==> config.mk <==
export PLATFORM = sky130hd
export DESIGN_NAME = raster_scheduler
export DESIGN_NICKNAME = d
export VERILOG_FILES = /design/src/rtl/raster_scheduler_pkg.sv /design/src/rtl/raster_scheduler_rr_arbiter.sv /design/src/rtl/raster_scheduler.sv
export SDC_FILE = /design/constraint.sdc
export NUM_CORES = 2
export LEC_CHECK = 0
export CORE_AREA = 2 2 487 489
export DETAILED_ROUTE_END_ITERATION = 16
export DIE_AREA = 0 0 489 491
export PLACE_DENSITY_LB_ADDON = 0.12
export SYNTH_ARGS = -nofsm -noshare
export SYNTH_HDL_FRONTEND = slang
export SYNTH_SLANG_ARGS = --single-unit
export TNS_END_PERCENT = 10
==> constraint.sdc <==
create_clock -name clock -period 49.4 [get_ports clock]
set_input_delay 9.88 -clock clock [delete_from_list [all_inputs] [get_ports clock]]
set_output_delay 9.88 -clock clock [all_outputs]
set_load 0.05 [all_outputs]
==> src/rtl/raster_scheduler_pkg.sv <==
// Common types for the raster scheduler: the triangle task record, the
// per-pixel record produced by the rasterizers, and the task FSM encoding.
package raster_scheduler_pkg;

    // One triangle: three screen-space vertices plus a flat colour.
    typedef struct packed {
        logic [15:0] v0_x;
        logic [15:0] v0_y;
        logic [15:0] v1_x;
        logic [15:0] v1_y;
        logic [15:0] v2_x;
        logic [15:0] v2_y;
        logic [23:0] color;
    } object_t;

    // One shaded pixel headed for the framebuffer.
    typedef struct packed {
        logic [15:0] x;
        logic [15:0] y;
        logic [23:0] color;
    } pixel_info_t;

    // Task-level FSM states.
    typedef enum logic [2:0] {
        ST_INIT  = 3'd0,
        ST_IDLE  = 3'd1,
        ST_ISSUE = 3'd2,
        ST_RUN   = 3'd3,
        ST_DRAIN = 3'd4
    } scheduler_state_t;

endpackage

==> src/rtl/raster_scheduler_rr_arbiter.sv <==
// Round-robin arbiter: the search starts at 'pointer' and wraps modulo N.
// Produces a one-hot grant and its index; grant is all-zero when req is.
module rr_arbiter #(
    parameter int N = 16
) (
    input  logic [N-1:0]         req,
    input  logic [$clog2(N)-1:0] pointer,
    output logic [N-1:0]         grant,
    output logic [$clog2(N)-1:0] grant_idx
);

    localparam int IW = $clog2(N);

    logic found_s;
    int   idx_s;

    // Scan requesters starting at the pointer and pick the first one asserted.
    always_comb begin
        grant     = '0;
        grant_idx = '0;
        found_s   = 1'b0;
        idx_s     = 0;
        for (int k = 0; k < N; k++) begin
            idx_s = (int'(pointer) + k) % N;
            if (!found_s && req[IW'(idx_s)]) begin
                grant[IW'(idx_s)] = 1'b1;
                grant_idx         = IW'(idx_s);
                found_s           = 1'b1;
            end else begin
                found_s = found_s;
            end
        end
    end

endmodule

==> src/rtl/raster_scheduler.sv <==
// Raster scheduler: issues one triangle at a time to N_RAST rasterizers and
// funnels their pixel pulses into a single framebuffer stream.
// Optional statistics counters are enabled with RASTER_SCHEDULER_STATS_EN.
module raster_scheduler
    import raster_scheduler_pkg::*;
#(
    parameter int N_RAST = 16
) (
    input  logic                     clock,
    input  logic                     reset,
    input  object_t                  task_in,
    input  logic                     task_valid,
    output logic                     task_ready,
    output object_t                  rast_task,
    output logic                     rast_next_task,
    input  logic [N_RAST-1:0]        rast_task_complete,
    input  pixel_info_t [N_RAST-1:0] rast_data,
    input  logic [N_RAST-1:0]        rast_data_write,
    output logic [N_RAST-1:0]        rast_output_written,
    output pixel_info_t              fb_data,
    output logic                     fb_valid,
    input  logic                     fb_ready,
    output logic                     busy,
    output logic                     overflow_err
`ifdef RASTER_SCHEDULER_STATS_EN
    ,
    output logic [31:0]              pixel_count,
    output logic [15:0]              task_count
`endif
);

    localparam int IDX_W = $clog2(N_RAST);

    scheduler_state_t          state_r, state_next_s;
    logic                      run_first_r;
    logic                      accept_s;
    logic                      task_ready_r, rast_next_task_r, busy_r;
    object_t                   rast_task_r;

    logic [N_RAST-1:0]         pending_r;
    pixel_info_t [N_RAST-1:0]  hold_r;
    logic                      overflow_r;
    logic [IDX_W-1:0]          rr_ptr_r;
    pixel_info_t               fb_data_r;
    logic                      fb_valid_r;
    logic [IDX_W-1:0]          fb_src_r;
    logic [N_RAST-1:0]         ack_r;

    logic                      fire_s, can_load_s, grant_valid_s;
    logic [N_RAST-1:0]         in_flight_s, ack_next_s, arb_req_s, grant_s;
    logic [IDX_W-1:0]          grant_idx_s;

    assign accept_s      = (state_r == ST_IDLE) && task_valid;
    assign fire_s        = fb_valid_r && fb_ready;
    assign can_load_s    = !fb_valid_r || fb_ready;
    assign arb_req_s     = pending_r & ~in_flight_s & {N_RAST{can_load_s}};
    assign grant_valid_s = |grant_s;

    // Next-state logic; the first RUN cycle ignores the stale completion flags.
    always_comb begin
        state_next_s = state_r;
        case (state_r)
            ST_INIT: begin
                if (&rast_task_complete) state_next_s = ST_IDLE;
                else                     state_next_s = ST_INIT;
            end
            ST_IDLE: begin
                if (accept_s) state_next_s = ST_ISSUE;
                else          state_next_s = ST_IDLE;
            end
            ST_ISSUE: state_next_s = ST_RUN;
            ST_RUN: begin
                if (!run_first_r && (&rast_task_complete)) state_next_s = ST_DRAIN;
                else                                       state_next_s = ST_RUN;
            end
            ST_DRAIN: begin
                if ((pending_r == '0) && !fb_valid_r) state_next_s = ST_IDLE;
                else                                  state_next_s = ST_DRAIN;
            end
            default: state_next_s = ST_INIT;
        endcase
    end

    // State register, first-RUN-cycle marker and the latched task.
    always_ff @(posedge clock or posedge reset) begin
        if (reset) begin
            state_r     <= ST_INIT;
            run_first_r <= 1'b0;
            rast_task_r <= '0;
        end else begin
            state_r     <= state_next_s;
            run_first_r <= (state_r == ST_ISSUE);
            if (accept_s) rast_task_r <= task_in;
        end
    end

    // FSM outputs are flops decoded from the next state, so they track state_r.
    always_ff @(posedge clock or posedge reset) begin
        if (reset) begin
            task_ready_r     <= 1'b0;
            rast_next_task_r <= 1'b0;
            busy_r           <= 1'b0;
        end else begin
            task_ready_r     <= (state_next_s == ST_IDLE);
            rast_next_task_r <= (state_next_s == ST_ISSUE);
            busy_r           <= (state_next_s != ST_IDLE);
        end
    end

    // Per-requester masks: the one currently in fb_data, and its acknowledge.
    always_comb begin
        in_flight_s = '0;
        ack_next_s  = '0;
        for (int i = 0; i < N_RAST; i++) begin
            in_flight_s[i] = fb_valid_r && (fb_src_r == IDX_W'(i));
            ack_next_s[i]  = fire_s && (fb_src_r == IDX_W'(i));
        end
    end

    rr_arbiter #(.N(N_RAST)) u_rr_arbiter (
        .req       (arb_req_s),
        .pointer   (rr_ptr_r),
        .grant     (grant_s),
        .grant_idx (grant_idx_s)
    );

    // Capture pixel pulses; a pulse on a still-pending requester is dropped.
    always_ff @(posedge clock or posedge reset) begin
        if (reset) begin
            pending_r  <= '0;
            hold_r     <= '0;
            overflow_r <= 1'b0;
        end else begin
            for (int i = 0; i < N_RAST; i++) begin
                if (rast_data_write[i] && !pending_r[i]) begin
                    pending_r[i] <= 1'b1;
                    hold_r[i]    <= rast_data[i];
                end else if (ack_next_s[i]) begin
                    pending_r[i] <= 1'b0;
                end
            end
            if (|(rast_data_write & pending_r)) overflow_r <= 1'b1;
        end
    end

    // Framebuffer output register, round-robin pointer and acknowledge pulses.
    always_ff @(posedge clock or posedge reset) begin
        if (reset) begin
            fb_data_r  <= '0;
            fb_valid_r <= 1'b0;
            fb_src_r   <= '0;
            rr_ptr_r   <= '0;
            ack_r      <= '0;
        end else begin
            ack_r <= ack_next_s;
            if (grant_valid_s) begin
                fb_data_r  <= hold_r[grant_idx_s];
                fb_src_r   <= grant_idx_s;
                fb_valid_r <= 1'b1;
                rr_ptr_r   <= (grant_idx_s == IDX_W'(N_RAST - 1)) ? '0 : grant_idx_s + IDX_W'(1);
            end else if (fire_s) begin
                fb_valid_r <= 1'b0;
            end
        end
    end

`ifdef RASTER_SCHEDULER_STATS_EN
    logic [31:0] pixel_count_r;
    logic [15:0] task_count_r;

    // Count framebuffer handshakes and accepted tasks; both wrap at max.
    always_ff @(posedge clock or posedge reset) begin
        if (reset) begin
            pixel_count_r <= 32'd0;
            task_count_r  <= 16'd0;
        end else begin
            if (fire_s)   pixel_count_r <= pixel_count_r + 32'd1;
            if (accept_s) task_count_r  <= task_count_r + 16'd1;
        end
    end

    assign pixel_count = pixel_count_r;
    assign task_count  = task_count_r;
`endif

    assign task_ready          = task_ready_r;
    assign rast_task           = rast_task_r;
    assign rast_next_task      = rast_next_task_r;
    assign busy                = busy_r;
    assign overflow_err        = overflow_r;
    assign fb_data             = fb_data_r;
    assign fb_valid            = fb_valid_r;
    assign rast_output_written = ack_r;

endmodule

==> impl_metrics.env <==
export IMPL_cts_made_buffers=147
export IMPL_period_share_pct=32.9
export IMPL_portBuffers=1248
export IMPL_pre_cts_slack_ps=32410
export IMPL_ctsResizeCount=0
export IMPL_postSynthAreaPerCell_um2=12.1
export IMPL_dieHeight_um=491
export IMPL_clock_sinks=1121
export IMPL_hpwl_um=206000
export IMPL_drt_iter0_markers=2835
export IMPL_die_x_um=489
export IMPL_avgViaCountPerCell=4.72
export IMPL_synth_seq_area_share_pct=54.8
export IMPL_syn_to_final_growth_pct=41.3
export IMPL_path_class="primary input to register"
export IMPL_cp_required_ps=50030
export IMPL_grt_pass1_vias=42400
export IMPL_layout_nets=6475
export IMPL_cts_root_buffer="clkbuf_16"
export IMPL_yosysUniqueCellTypes=79
export IMPL_core_mm2=0.235
export IMPL_gp_congestion=0.863
export IMPL_antenna_left=0
export IMPL_n_fill_cell=23900
export IMPL_clk_pin_slew_worst_paths_ps=60
export IMPL_synth_edf_count=0
export IMPL_yosysWarningCount=0
export IMPL_clock_skew_ps=52.2
export IMPL_antenna_found_initial=150
export IMPL_synth_seq_cells=1121
export IMPL_path_max_fanout=48
export IMPL_fin_crit_ps=16240
export IMPL_io_pins=1249
export IMPL_min_delay_path_class="register to register"
export IMPL_cp_arrival_ps=16860
export IMPL_yosys_area_top_type="dfrtp_1"
export IMPL_syn_num_nets=5301
export IMPL_gr_total_overflow=0
export IMPL_async_flop_share_pct=100
export IMPL_fin_ws_ps=33160
export IMPL_slew_headroom_pct=13.7
export IMPL_ys_flop_type="dfrtp_1"
export IMPL_status="completed"
export IMPL_synth_top_cell_area_share_pct=54.8
export IMPL_grt_pass1_wl_um=373000
export IMPL_cts_buffer_depth=3
export IMPL_die_area_mm2=0.240
export IMPL_slew_violations=0
export IMPL_final_util_pct=30.8
export IMPL_finalSetupTns_ps=0
export IMPL_postCtsHoldBufs=0
export IMPL_setup_viol=0
export IMPL_fmax_ghz=0.0616
export IMPL_synth_cells=4231
export IMPL_routed_wl_um=276000
export IMPL_worstSetupStartpointType="primary input"
export IMPL_cap_violations=0
export IMPL_rsz0062_at_grt="no"
export IMPL_cts_tree="done"
export IMPL_clock_latency_ps=810
export IMPL_synth_area_mm2=0.0512
export IMPL_htree_levels=4
export IMPL_route_detailed_drc=0
export IMPL_cts_setup_buffers=0
export IMPL_drt_first_pass_iters=5
export IMPL_synth_area_leaders="dfrtp_1 (55%), mux2_2 (23%), nand2_1 (4.8%)"
export IMPL_grt_total_usage_pct=22.5
export IMPL_drive_above_1_share_pct=25.2
export IMPL_start_util_pct=21.8
export IMPL_num_vias=41100
export IMPL_wire_per_inst_um=31.6
export IMPL_grt_max_degree=137
export IMPL_hold_violations=0
export IMPL_rows=178
export IMPL_worst_pin_slew_ps=1290
export IMPL_end_kind="register"
worst max-delay path, cell delays in order:
cell	delay [ps]
clkdlybuf4s50_1	480
nand2b_1	210
nand2_1	100
buf_4	420
o22ai_1	190
mux4_2	600
mux2_2	350
nor4_4	350
buf_4	340
nand2_1	120
o311ai_1	310
nor4b_2	130
o31ai_4	330
buf_4	590
and2_4	500
buf_4	680
a32oi_1	260
o21ai_1	690
a211oi_1	180
layer usage:
metal	GRT usage, %	up-vias	wire length, um
met4	6.09	100	7310
met2	34.9	1460	125000
met3	6.00	409	20500
met5	0	-	621
li1	-	17800	-
met1	30.5	21300	122000
stage by stage:
| step | cells | hold WS (ps) | area (um2) |
|---|---|---|---|
| detailed placement | 8406 | 465 | 67200 |
| global route | 8686 | 494 | 72200 |
| finish | 8711 | 481 | 72300 |
| floorplan | 4231 | 470 | 51200 |
| global placement | 8406 | 460 | 67200 |
| CTS | 8661 | 478 | 72200 |
layout by cell type (no fill, tap or decap), types with 6 or more instances in the layout:
cell / n
a211o_1: 6
dfrtp_1: 1121
nand3b_1: 6
o221ai_1: 33
a211oi_1: 66
clkdlybuf4s50_1: 1248
diode_2: 50
a32oi_1: 45
nand4_1: 28
bufinv_16: 7
mux2i_1: 66
clkbuf_8: 35
ha_1: 18
nor2_1: 59
and2_1: 17
clkbuf_1: 37
a21oi_1: 218
mux4_2: 10
a311oi_1: 20
a221o_1: 46
buf_4: 72
o32ai_1: 46
o21ai_1: 61
xnor2_1: 8
nand2b_1: 24
clkinv_2: 10
inv_1: 11
a22o_1: 13
a221oi_1: 25
o22ai_1: 21
mux2_2: 1032
nand3_1: 106
nor2b_4: 16
o21ai_0: 39
a31oi_1: 8
nand2_1: 655
nor4_1: 11
o32ai_2: 6
and2_0: 7
clkbuf_16: 150
registers in the layout, summed over array words and instances (netlist names):
signal / count
busy: 1
fb_data: 56
fb_src_r: 4
fb_valid: 1
hold_r: 896
overflow_err: 1
pending_r: 16
rast_next_task: 1
rast_output_written: 16
rast_task: 120
rr_ptr_r: 4
run_first_r: 1
state_r: 3
task_ready: 1
cells by family (layout without fill, tap and decap cells):
group           count (synthesis)  count (layout)  synth area share [%]
compound gates                688             688                  9.26
mux                          1109            1109                  24.5
fa+ha+maj                      18              18                 0.440
other cells                     0              50                     0
flops                        1121            1121                  54.8
simple gates                  967             967                  8.24
buf+inv                       318            1598                  2.59
xor+xnor                       10              10                 0.171
final timing paths:
check | startpoint | to | slack, ps | cells past startpoint
worst max-delay path | fb_ready | fb_data[44]$_DFFE_PP0P_ | 33160 | 19
worst min-delay path | overflow_err$_DFFE_PP0P_ | overflow_err$_DFFE_PP0P_ | 480 | 1
worst max register to register | rr_ptr_r[1]$_DFFE_PP0P_ | fb_data[44]$_DFFE_PP0P_ | 40990 | 18
worst min register to register | overflow_err$_DFFE_PP0P_ | overflow_err$_DFFE_PP0P_ | 480 | 1
max in group asynchronous | reset | hold_r[427]$_DFFE_PP0P_ | 36120 | 6
min in group asynchronous | reset | rast_task[10]$_DFFE_PP0P_ | 9640 | 2
synth_stat cells, types with 7 or more instances:
cell,instances
a21oi_1,219
nand2b_1,24
o221ai_1,34
a311oi_1,20
nor2_1,60
a32oi_1,45
a22o_1,13
nand4_1,28
buf_1,67
buf_2,55
clkbuf_1,167
mux4_2,10
mux2_2,1032
o21ai_0,39
a211oi_1,66
dfrtp_1,1121
xnor2_1,8
nand3_1,106
mux2i_1,66
a31oi_1,8
inv_1,12
and2_1,19
o22ai_1,22
nor4_1,11
a221oi_1,25
ha_1,18
nor2b_1,17
a221o_1,46
o21ai_1,61
and2_0,7
o32ai_1,52
nand2_1,655
area by class of cell:
cell class / count / area (um2) / area share (%)
Clock buffer: 222 / 4370 / 6.05
Multi-Input combinational cell: 2792 / 22000 / 30.5
Tap cell: 3150 / 3940 / 5.45
Timing Repair Buffer: 1325 / 13100 / 18.2
Inverter: 18 / 90.1 / 0.125
Antenna cell: 50 / 125 / 0.173
Clock inverter: 33 / 531 / 0.734
Sequential cell: 1121 / 28100 / 38.8
Power is not shown: default switching activity piles up to over one toggle a cycle in this logic, so the estimate is an artifact.
